### src/rtl/wb_ram_slave_if.sv
// Wishbone B4 slave-side bundle for wb_ram_slave: the request inputs from
// the bus master and the data/ack/err responses from the slave.
interface wb_ram_slave_if #(
  parameter int aw = 32
);
  logic [aw-1:0] wb_adr_i;
  logic [31:0]   wb_dat_i;
  logic [3:0]    wb_sel_i;
  logic          wb_we_i;
  logic          wb_cyc_i;
  logic          wb_stb_i;
  logic [2:0]    wb_cti_i;
  logic [1:0]    wb_bte_i;
  logic [31:0]   wb_dat_o;
  logic          wb_ack_o;
  logic          wb_err_o;

  modport master (
    output wb_adr_i, wb_dat_i, wb_sel_i, wb_we_i, wb_cyc_i, wb_stb_i, wb_cti_i, wb_bte_i,
    input  wb_dat_o, wb_ack_o, wb_err_o
  );

  modport slave (
    input  wb_adr_i, wb_dat_i, wb_sel_i, wb_we_i, wb_cyc_i, wb_stb_i, wb_cti_i, wb_bte_i,
    output wb_dat_o, wb_ack_o, wb_err_o
  );
endinterface

### src/rtl/wb_ram_slave.sv
// Wishbone slave front-end for a synchronous-read RAM, with classic and
// incrementing/wrapping bursts. Define WB_RAM_SLAVE_ERR_EN to error out-of-range addresses.
module wb_ram_slave #(
  parameter int depth = 256,
  parameter int aw    = 32
) (
  input  logic                     wb_clk_i,
  input  logic                     wb_rst_n_i,
  wb_ram_slave_if.slave            wb,
  output logic [3:0]               ram_we,
  output logic [31:0]              ram_din,
  output logic [$clog2(depth)-1:0] ram_waddr,
  output logic [$clog2(depth)-1:0] ram_raddr,
  input  logic [31:0]              ram_dout
);

  localparam int WW = $clog2(depth);

  typedef enum logic [0:0] {
    IDLE  = 1'b0,
    BURST = 1'b1
  } state_t;

  state_t        r_state;
  state_t        w_state_nxt;
  logic          r_ack;
  logic          r_err;
  logic          w_ack_nxt;
  logic          w_err_nxt;
  logic [WW-1:0] w_word;
  logic          w_req;
  logic          w_bad;
  logic          w_we_ok;
  logic          w_unused;

  function automatic logic [WW-1:0] next_addr(input logic [WW-1:0] a, input logic [1:0] bte);
    logic [WW-1:0] n;
    n = a;
    case (bte)
      2'b00:   n = a + {{(WW-1){1'b0}}, 1'b1};
      2'b01:   n[1:0] = a[1:0] + 2'd1;
      2'b10:   n[2:0] = a[2:0] + 3'd1;
      2'b11:   n[3:0] = a[3:0] + 4'd1;
      default: n = a;
    endcase
    return n;
  endfunction

  assign w_word   = wb.wb_adr_i[WW+1:2];
  assign w_req    = wb.wb_cyc_i & wb.wb_stb_i;
  assign w_unused = ^{wb.wb_adr_i[1:0], wb.wb_adr_i[aw-1:WW+2]};

`ifdef WB_RAM_SLAVE_ERR_EN
  assign w_bad = |wb.wb_adr_i[aw-1:WW+2];
`else
  assign w_bad = 1'b0;
`endif

  // Writes are also gated by reset so a burst aborted by reset commits nothing more.
  assign w_we_ok = wb_rst_n_i & w_req & wb.wb_we_i & ~w_bad & ~r_err &
                   (~r_ack | (r_state == BURST));

  assign ram_we    = w_we_ok ? wb.wb_sel_i : 4'b0000;
  assign ram_din   = wb.wb_dat_i;
  assign ram_waddr = w_word;
  // In a running burst the current beat is already in flight, so prefetch the next one.
  assign ram_raddr = ((r_state == BURST) && w_req && r_ack) ? next_addr(w_word, wb.wb_bte_i) : w_word;

  assign wb.wb_dat_o = r_ack ? ram_dout : 32'h0000_0000;
  assign wb.wb_ack_o = r_ack;
  assign wb.wb_err_o = r_err;

  // Next-state and registered ack/err decisions.
  always_comb begin
    w_state_nxt = IDLE;
    w_ack_nxt   = 1'b0;
    w_err_nxt   = 1'b0;
    if (!w_req) begin
      w_state_nxt = IDLE;
    end else begin
      case (r_state)
        IDLE: begin
          if (!r_ack && !r_err) begin
            if (w_bad) begin
              w_err_nxt = 1'b1;
            end else begin
              w_ack_nxt   = 1'b1;
              w_state_nxt = (wb.wb_cti_i == 3'b010) ? BURST : IDLE;
            end
          end else begin
            w_state_nxt = IDLE;
          end
        end
        BURST: begin
          if (w_bad) begin
            w_err_nxt = 1'b1;
          end else if (wb.wb_cti_i == 3'b010) begin
            w_ack_nxt   = 1'b1;
            w_state_nxt = BURST;
          end else begin
            w_state_nxt = IDLE;
          end
        end
        default: begin
          w_state_nxt = IDLE;
        end
      endcase
    end
  end

  // State and response registers.
  always_ff @(posedge wb_clk_i or negedge wb_rst_n_i) begin
    if (!wb_rst_n_i) begin
      r_state <= IDLE;
      r_ack   <= 1'b0;
      r_err   <= 1'b0;
    end else begin
      r_state <= w_state_nxt;
      r_ack   <= w_ack_nxt;
      r_err   <= w_err_nxt;
    end
  end

endmodule

### src/flat_wrapper.sv
// flat-port wrapper written by rule: the top's interface ports become plain ports
module wb_ram_slave_flat 
#(
  parameter int depth = 256,
  parameter int aw    = 32
)
  (wb_clk_i, wb_rst_n_i, ram_we, ram_din, ram_waddr, ram_raddr, ram_dout, wb_wb_adr_i, wb_wb_dat_i, wb_wb_sel_i, wb_wb_we_i, wb_wb_cyc_i, wb_wb_stb_i, wb_wb_cti_i, wb_wb_bte_i, wb_wb_dat_o, wb_wb_ack_o, wb_wb_err_o);
  wb_ram_slave_if #(.aw(aw)) wb_i ();
  input  logic wb_clk_i;
  input  logic wb_rst_n_i;
  output logic [3:0] ram_we;
  output logic [31:0] ram_din;
  output logic [$clog2(depth)-1:0] ram_waddr;
  output logic [$clog2(depth)-1:0] ram_raddr;
  input  logic [31:0] ram_dout;
  input wire logic [$bits(wb_i.wb_adr_i)-1:0] wb_wb_adr_i;
  input wire logic [$bits(wb_i.wb_dat_i)-1:0] wb_wb_dat_i;
  input wire logic [$bits(wb_i.wb_sel_i)-1:0] wb_wb_sel_i;
  input wire logic [$bits(wb_i.wb_we_i)-1:0] wb_wb_we_i;
  input wire logic [$bits(wb_i.wb_cyc_i)-1:0] wb_wb_cyc_i;
  input wire logic [$bits(wb_i.wb_stb_i)-1:0] wb_wb_stb_i;
  input wire logic [$bits(wb_i.wb_cti_i)-1:0] wb_wb_cti_i;
  input wire logic [$bits(wb_i.wb_bte_i)-1:0] wb_wb_bte_i;
  output wire logic [$bits(wb_i.wb_dat_o)-1:0] wb_wb_dat_o;
  output wire logic [$bits(wb_i.wb_ack_o)-1:0] wb_wb_ack_o;
  output wire logic [$bits(wb_i.wb_err_o)-1:0] wb_wb_err_o;
  assign wb_i.wb_adr_i = wb_wb_adr_i;
  assign wb_i.wb_dat_i = wb_wb_dat_i;
  assign wb_i.wb_sel_i = wb_wb_sel_i;
  assign wb_i.wb_we_i = wb_wb_we_i;
  assign wb_i.wb_cyc_i = wb_wb_cyc_i;
  assign wb_i.wb_stb_i = wb_wb_stb_i;
  assign wb_i.wb_cti_i = wb_wb_cti_i;
  assign wb_i.wb_bte_i = wb_wb_bte_i;
  assign wb_wb_dat_o = wb_i.wb_dat_o;
  assign wb_wb_ack_o = wb_i.wb_ack_o;
  assign wb_wb_err_o = wb_i.wb_err_o;
  wb_ram_slave #(.depth(depth), .aw(aw)) u_core (.wb_clk_i(wb_clk_i), .wb_rst_n_i(wb_rst_n_i), .wb(wb_i), .ram_we(ram_we), .ram_din(ram_din), .ram_waddr(ram_waddr), .ram_raddr(ram_raddr), .ram_dout(ram_dout));
endmodule
### config.mk
export PLATFORM = sky130hd
export DESIGN_NAME = wb_ram_slave_flat
export DESIGN_NICKNAME = d
export VERILOG_FILES = /design/src/rtl/wb_ram_slave_if.sv /design/src/rtl/wb_ram_slave.sv /design/src/flat_wrapper.sv
export SDC_FILE = /design/constraint.sdc
export NUM_CORES = 1
export LEC_CHECK = 0
export BUFFER_PORTS_ARGS = -buffer_cell sky130_fd_sc_hd__buf_2
export CAP_MARGIN = 20
export CORE_AREA = 2 2 76 78
export DETAILED_ROUTE_END_ITERATION = 7
export DIE_AREA = 0 0 78 80
export PLACE_DENSITY_LB_ADDON = 0.1
export SLEW_MARGIN = 25
export SYNTH_ARGS = -nofsm -noshare
export SYNTH_HDL_FRONTEND = slang
export SYNTH_SLANG_ARGS = --single-unit
### constraint.sdc
create_clock -name wb_clk_i -period 1.5 [get_ports wb_clk_i]
set_input_delay 0.075 -clock wb_clk_i [delete_from_list [all_inputs] [get_ports wb_clk_i]]
set_output_delay 0.075 -clock wb_clk_i [all_outputs]
set_load 0.1 [all_outputs]
==> impl_metrics.csv, run 1 <==
group,metric,value,unit
route,wl,3.51,mm
global_route,antenna_found_initial,2,
synth,syn_area_per_cell,7.35,um2
route,drt_iter0_markers,21,
clocking,cts_tree,"done",
layout,layout-drive-gt1-share,0.871,
clocking,cts.sinks,2,
route,drt_pass1_iterations,2,
synth,synth.most_common_cell,"buf_4",
global_route,grt_usage,0.106,
timing,skew,0.00569,ns
timing,fmax,0.606,GHz
place,placed_cell_area,2180,um2
place,hpwl,3.12,mm
route,vias,1106,
timing,setup_ws,-0.151,ns
synth,synth-seq-cells,2,
layout,synthToLayoutAreaGrowth,153,%
timing,hold_viol,0,
critical_path,start_kind,"flip-flop",
critical_path,ff2ff_path_depth,4,
layout,final_cell_area,2350,um2
die,ios,196,
route,postRouteAntennaNets,0,
timing,tns,-1.16,ns
synth,synth_area_leader_cell,"buf_4",
power_and_ir_drop,irDropWorstVdd,206,uV
place,dp_slack,-0.242,ns
place,numPortBuffers,106,
die,dieHeight,80,um
die,coreArea,5410,um2
run,drv_cap,0,
critical_path,critPathLaunch,"u_core.wb.wb_ack_o",
clocking,clk_latency,0.21,ns
critical_path,cp-end-kind,"output port",
clocking,numCtsBuffers,3,
synth,netlist_top_cells_area,"buf_4 33%, and2_1 23%, ha_1 6.8%",
min_path,hold_class,"primary input to flip-flop",
synth,yosys.area_share.simple,0.412,
synth,yosys.area.top_type_share,0.332,
timing,rsz0062_at_grt,"true",
route,wl_per_cell,12.4,um
critical_path,crit_type,"flip-flop to output port",
die,fp.dieW,78,um
critical_path,crit_end,"ram_raddr[4]",
clocking,cts-root-buf,"clkbuf_8",
critical_path,worst-r2r-setup-slack,0.44,ns
timing,setup_viol_count_final,12,
timing,fin_crit,1.65,ns
synth,synth_edf_count,0,
synth,netlist_area,926,um2
layout,diodes,0,
place,gp_congestion,0.704,
synth,synth-adder-area-share,0.0676,
synth,synth_fp_nets,241,
global_route,grt_pass1_wl,5.34,mm
global_route,grt_max_degree,34,
synth,synth-xor-area-share,0.0473,
clocking,htreeDepth,1,
critical_path,crit_fanout,4,
clocking,clock_path_buffers,2,
clocking,clk_pin_slew,0.03,ns
timing,post-route-period-util,1.10,
synth,synth_flop_cell,"dfrtp_1",
die,die_area,6240,um2
timing,drv_slew,0,
power_and_ir_drop,power.density,514,nW/um2
synth,synth-compound-area-share,0.0419,
die,initial_core_util,0.171,
critical_path,worstReg2RegEnd,"u_core.r_state",
synth,synth.yosys.warnings,0,
timing,holdWs,0.149,ns
die,rows,27,
synth,muxShareOfSynthArea,0.0122,
run_status,violations,"negative setup slack",
synth,synth_cells,126,
critical_path,crit_required,1.42,ns
route,drc,0,
critical_path,rr_startpoint,"u_core.r_state",
synth,synthArstFlopShare,1.00,
global_route,grt_overflow,0,
global_route,grt_pass1_vias,1012,
synth,synth_top_family_by_area,"simple AND/OR/NAND/NOR gates",
layout,final_nets,326,
synth,netlist-cell-type-count,28,
synth,ys_top_cells_by_count,"41 x buf_4, 34 x and2_1, 5 x ha_1, 5 x nand2_1",
critical_path,cp.arrival,1.58,ns
route,post_drt_via_cell_ratio,3.92,
layout,post-route-util,0.434,
synth,ys_seq_area_frac,0.0541,
power_and_ir_drop,p_leak,1.11,nW
run_status,status,"finished, violations left",
## state kept, by name (all words and copies together), names as in the netlist
register / count
u_core.wb.wb_ack_o: 1
u_core.r_state: 1
## final cells by class
| class | instances | area [um2] |
|---|---|---|
| clock buffers | 4 | 45.0 |
| flip-flops and latches | 2 | 53.8 |
| multi-input cells | 76 | 778 |
| well taps | 72 | 90.1 |
| fillers | 526 | 3060 |
| repair buffers | 124 | 1360 |
| inverters | 4 | 15.0 |
## per-stage QoR
stage	power (mW)	instances
6_report	1.21	282
5_1_grt	1.26	282
4_1_cts	1.21	280
3_5_place_dp	0.953	274
3_3_place_gp	0.953	274
2_1_floorplan	1.03	126
## power breakdown
part           switching [mW]  total, mW  internal [mW]
Combinational           0.599      0.916          0.317
Clock                  0.0498      0.231          0.181
Sequential            0.00237     0.0597         0.0573
Total                   0.651       1.21          0.555
## logic make-up (layout without fill, tap and decap cells)
| kind of cell | count (synthesis) | in the layout |
|---|---|---|
| AOI/OAI and AO/OA | 5 | 5 |
| xor gates and xnor gates | 5 | 5 |
| muxes | 1 | 1 |
| and+or+nand+nor | 59 | 59 |
| adders and majority gates | 5 | 5 |
| DFF | 2 | 2 |
| other | 1 | 1 |
| buffers and inverters | 48 | 132 |
## cells in the final DEF, fill, tap and decap left out, types with 3 or more instances in the layout
cell | synthesis | layout
buf_2 | 0 | 61
buf_12 | 0 | 46
and2_2 | 2 | 32
buf_4 | 41 | 14
nand2_1 | 5 | 5
and2_4 | 0 | 4
xor2_4 | 0 | 4
nand3_1 | 4 | 4
ha_1 | 5 | 4
clkbuf_8 | 0 | 3
## what timing repair did
action | CTS | global route
setup endpoints to repair | 11 | 12
pin swaps | 6 | 5
resized for setup | 10 | 10
hold buffers | 1 | 0
endpoints found under the hold margin | 2 | 0
setup buffers | 1 | 2
## worst min-delay path by stage
stage                         start                  to  slack, ns  cells after the start
floorplan                wb_rst_n_i      u_core.r_state      -0.22                      0
global route        wb_wb_dat_i[13]         ram_din[13]       0.15                      0
finish               wb_wb_cti_i[2]      u_core.r_state       0.15                      3
global placement         wb_rst_n_i      u_core.r_state      -0.13                      1
CTS                 wb_wb_dat_i[28]         ram_din[28]       0.15                      0
detailed placement       wb_rst_n_i  u_core.wb.wb_ack_o      -0.13                      1
## per-layer routing
| metal | vias to the layer above | global-route usage | part of all wire |
|---|---|---|---|
| met1 | 473 | 0.109 | 0.34 |
| met5 | - | 0 | 0.0077 |
| li1 | 524 | - | - |
| met3 | 12 | 0.0588 | 0.17 |
| met4 | 4 | 0.0491 | 0.013 |
| met2 | 93 | 0.178 | 0.47 |
## worst max-delay path, stage by stage (launching register included)
cell and delay, ns:
dfrtp_4 0.42, nand4_4 0.13, buf_4 0.18, nor3_4 0.15, buf_6 0.13, xor2_4 0.15, buf_12 0.19
Note: power is estimated with default switching activity, not from simulation.
==> inputs of run 2 (changes only) <==
--- a/config.mk
+++ b/config.mk
@@ -7,9 +7,9 @@
 export LEC_CHECK = 0
 export BUFFER_PORTS_ARGS = -buffer_cell sky130_fd_sc_hd__buf_2
 export CAP_MARGIN = 20
-export CORE_AREA = 2 2 76 78
+export CORE_AREA = 2 2 77 79
 export DETAILED_ROUTE_END_ITERATION = 7
-export DIE_AREA = 0 0 78 80
+export DIE_AREA = 0 0 79 81
 export PLACE_DENSITY_LB_ADDON = 0.1
 export SLEW_MARGIN = 25
 export SYNTH_ARGS = -nofsm -noshare
==> constraint.sdc (replaced) <==
create_clock -name wb_clk_i -period 2.13 [get_ports wb_clk_i]
set_input_delay 0.1065 -clock wb_clk_i [delete_from_list [all_inputs] [get_ports wb_clk_i]]
set_output_delay 0.1065 -clock wb_clk_i [all_outputs]
set_load 0.1 [all_outputs]
==> run 2 against run 1 <==
  * The run now ends clean
  * Via count decreased by 9.3%
  * Global-route usage decreased by 2.9 points
  * Highest routed layer is now met4
  * Critical path depth decreased by 2
  * Design area decreased by 34%
  * Register-to-register slack improved by 0.72 ns
  * First-iteration DRC count increased by 9.5%
  * Critical endpoint is now ram_raddr[2]
  * Clock skew increased by 0.00060 ns
  * Largest power group unchanged
==> impl_metrics.csv, run 2 (synthesis gave the netlist of run 1 again) <==
group,metric,value,unit
clocking,cts_setup_buffers,0,
die,fp.dieW,79,um
run,drv_cap,0,
critical_path,crit_required,2.02,ns
clocking,cts-root-buf,"clkbuf_8",
die,dieHeight,81,um
place,numPortBuffers,106,
critical_path,cp-end-kind,"output port",
route,postRouteAntennaNets,0,
timing,post-route-period-util,0.887,
global_route,grt_pass1_wl,3.86,mm
critical_path,crit_type,"flip-flop to output port",
clocking,cts_tree,"done",
layout,layout-drive-gt1-share,0.656,
die,coreArea,5680,um2
power_and_ir_drop,switching_power,0.426,mW
layout,post-route-util,0.272,
die,ios,196,
critical_path,cp.arrival,1.78,ns
route,wl,2.68,mm
power_and_ir_drop,swShare,0.605,
global_route,grt_max_degree,32,
timing,tns,0,ns
timing,drv_slew,0,
die,rows,28,
min_path,hold_class,"primary input to flip-flop",
clocking,htreeDepth,1,
die,die_area,6400,um2
timing,fmax,0.529,GHz
power_and_ir_drop,p_seq_frac,0.060,
power_and_ir_drop,power.density,457,nW/um2
die,initial_core_util,0.163,
clocking,clk_latency,0.22,ns
layout,final_cell_area,1540,um2
layout,diodes,0,
route,wl_per_cell,9.94,um
timing,rsz0062_at_grt,"false",
timing,setup_viol_count_final,0,
route,drt_iter0_markers,23,
critical_path,crit_fanout,10,
place,gp_congestion,0.734,
power_and_ir_drop,irDropWorstVdd,135,uV
global_route,grt_pass1_vias,869,
global_route,antenna_found_initial,0,
timing,setup_ws,0.241,ns
power_and_ir_drop,p_clk_frac,0.227,
place,hpwl,2.42,mm
critical_path,start_kind,"flip-flop",
place,dp_slack,0.285,ns
clocking,clk_pin_slew,0.03,ns
timing,skew,0.00629,ns
route,drt_pass1_iterations,3,
power_and_ir_drop,internal_power,0.279,mW
layout,layout.cells.most_common,"buf_2",
route,drc,0,
timing,hold_viol,0,
layout,synthToLayoutAreaGrowth,66.5,%
route,post_drt_via_cell_ratio,3.71,
clocking,clock_path_buffers,2,
place,placed_cell_area,1490,um2
layout,final_nets,311,
timing,fin_crit,1.89,ns
timing,holdWs,0.164,ns
clocking,cts.sinks,2,
global_route,grt_overflow,0,
power_and_ir_drop,p_leak,0.839,nW
global_route,grt_usage,0.0774,
layout,final_cell_mix,"98 x buf_2, 34 x and2_1, 8 x buf_12",
clocking,numCtsBuffers,3,
run_status,status,"complete, no violations",
route,vias,1003,
power_and_ir_drop,comb_power_share,0.713,
==> run 2: cell types whose count changed in the layout (fill, tap and decap cells not counted), sizes merged <==
cell	previous run	this run
buf	123	108
==> run 2: layout make-up <==
| cell class | instances | area (um2) |
|---|---|---|
| fill | 634 | 4130 |
| multi-input combinational | 76 | 658 |
| clock buffer | 4 | 45.0 |
| sequential | 2 | 53.8 |
| inverter | 4 | 15.0 |
| timing repair buffer | 109 | 676 |
| tap | 75 | 93.8 |
==> run 2: critical path: stages, from the launching register on <==
cell	delay [ns]
dfrtp_4	0.43
nand4_4	0.22
a211oi_1	0.44
o32ai_4	0.15
buf_2	0.31
==> run 2: worst paths after layout <==
kind / slack [ns] / to / start / cells past startpoint
max in group asynchronous: 1.77 / u_core.wb.wb_ack_o / wb_rst_n_i / 2
worst max-delay path: 0.24 / ram_raddr[2] / u_core.wb.wb_ack_o / 4
worst max register to register: 1.16 / u_core.wb.wb_ack_o / u_core.wb.wb_ack_o / 3
worst min-delay path: 0.16 / u_core.r_state / wb_wb_cti_i[2] / 3
min in group asynchronous: 0.24 / u_core.wb.wb_ack_o / wb_rst_n_i / 2
worst min register to register: 0.50 / u_core.wb.wb_ack_o / u_core.r_state / 1
==> run 2: repair_timing <==
item	4_1_cts	5_1_grt
setup endpoints to repair	0	0
hold buffers	1	0
gates resized for setup	0	0
endpoints found under the hold margin	2	0
==> run 2: through the flow <==
step | power (mW) | cells
after CTS | 0.714 | 270
after floorplan | 0.718 | 126
after detailed placement | 0.548 | 265
after global routing | 0.738 | 270
after global placement | 0.549 | 265
final | 0.705 | 270
==> run 2: per-layer routing <==
layer / global-route usage / vias to the layer above / share of wire
met4: 0.0621 / 0 / 0.031
met5: 0 / - / 0
li1: - / 499 / -
met3: 0.0389 / 13 / 0.17
met1: 0.0714 / 400 / 0.35
met2: 0.130 / 91 / 0.45
==> run 2: power by group through the flow <==
stage / sequential [mW] / combinational, mW / clock (mW)
finish: 0.0425 / 0.502 / 0.160
global route: 0.0429 / 0.524 / 0.171
CTS: 0.0426 / 0.507 / 0.164
detailed placement: 0.0430 / 0.505 / 0
global placement: 0.0430 / 0.506 / 0
floorplan: 0.0512 / 0.667 / 0
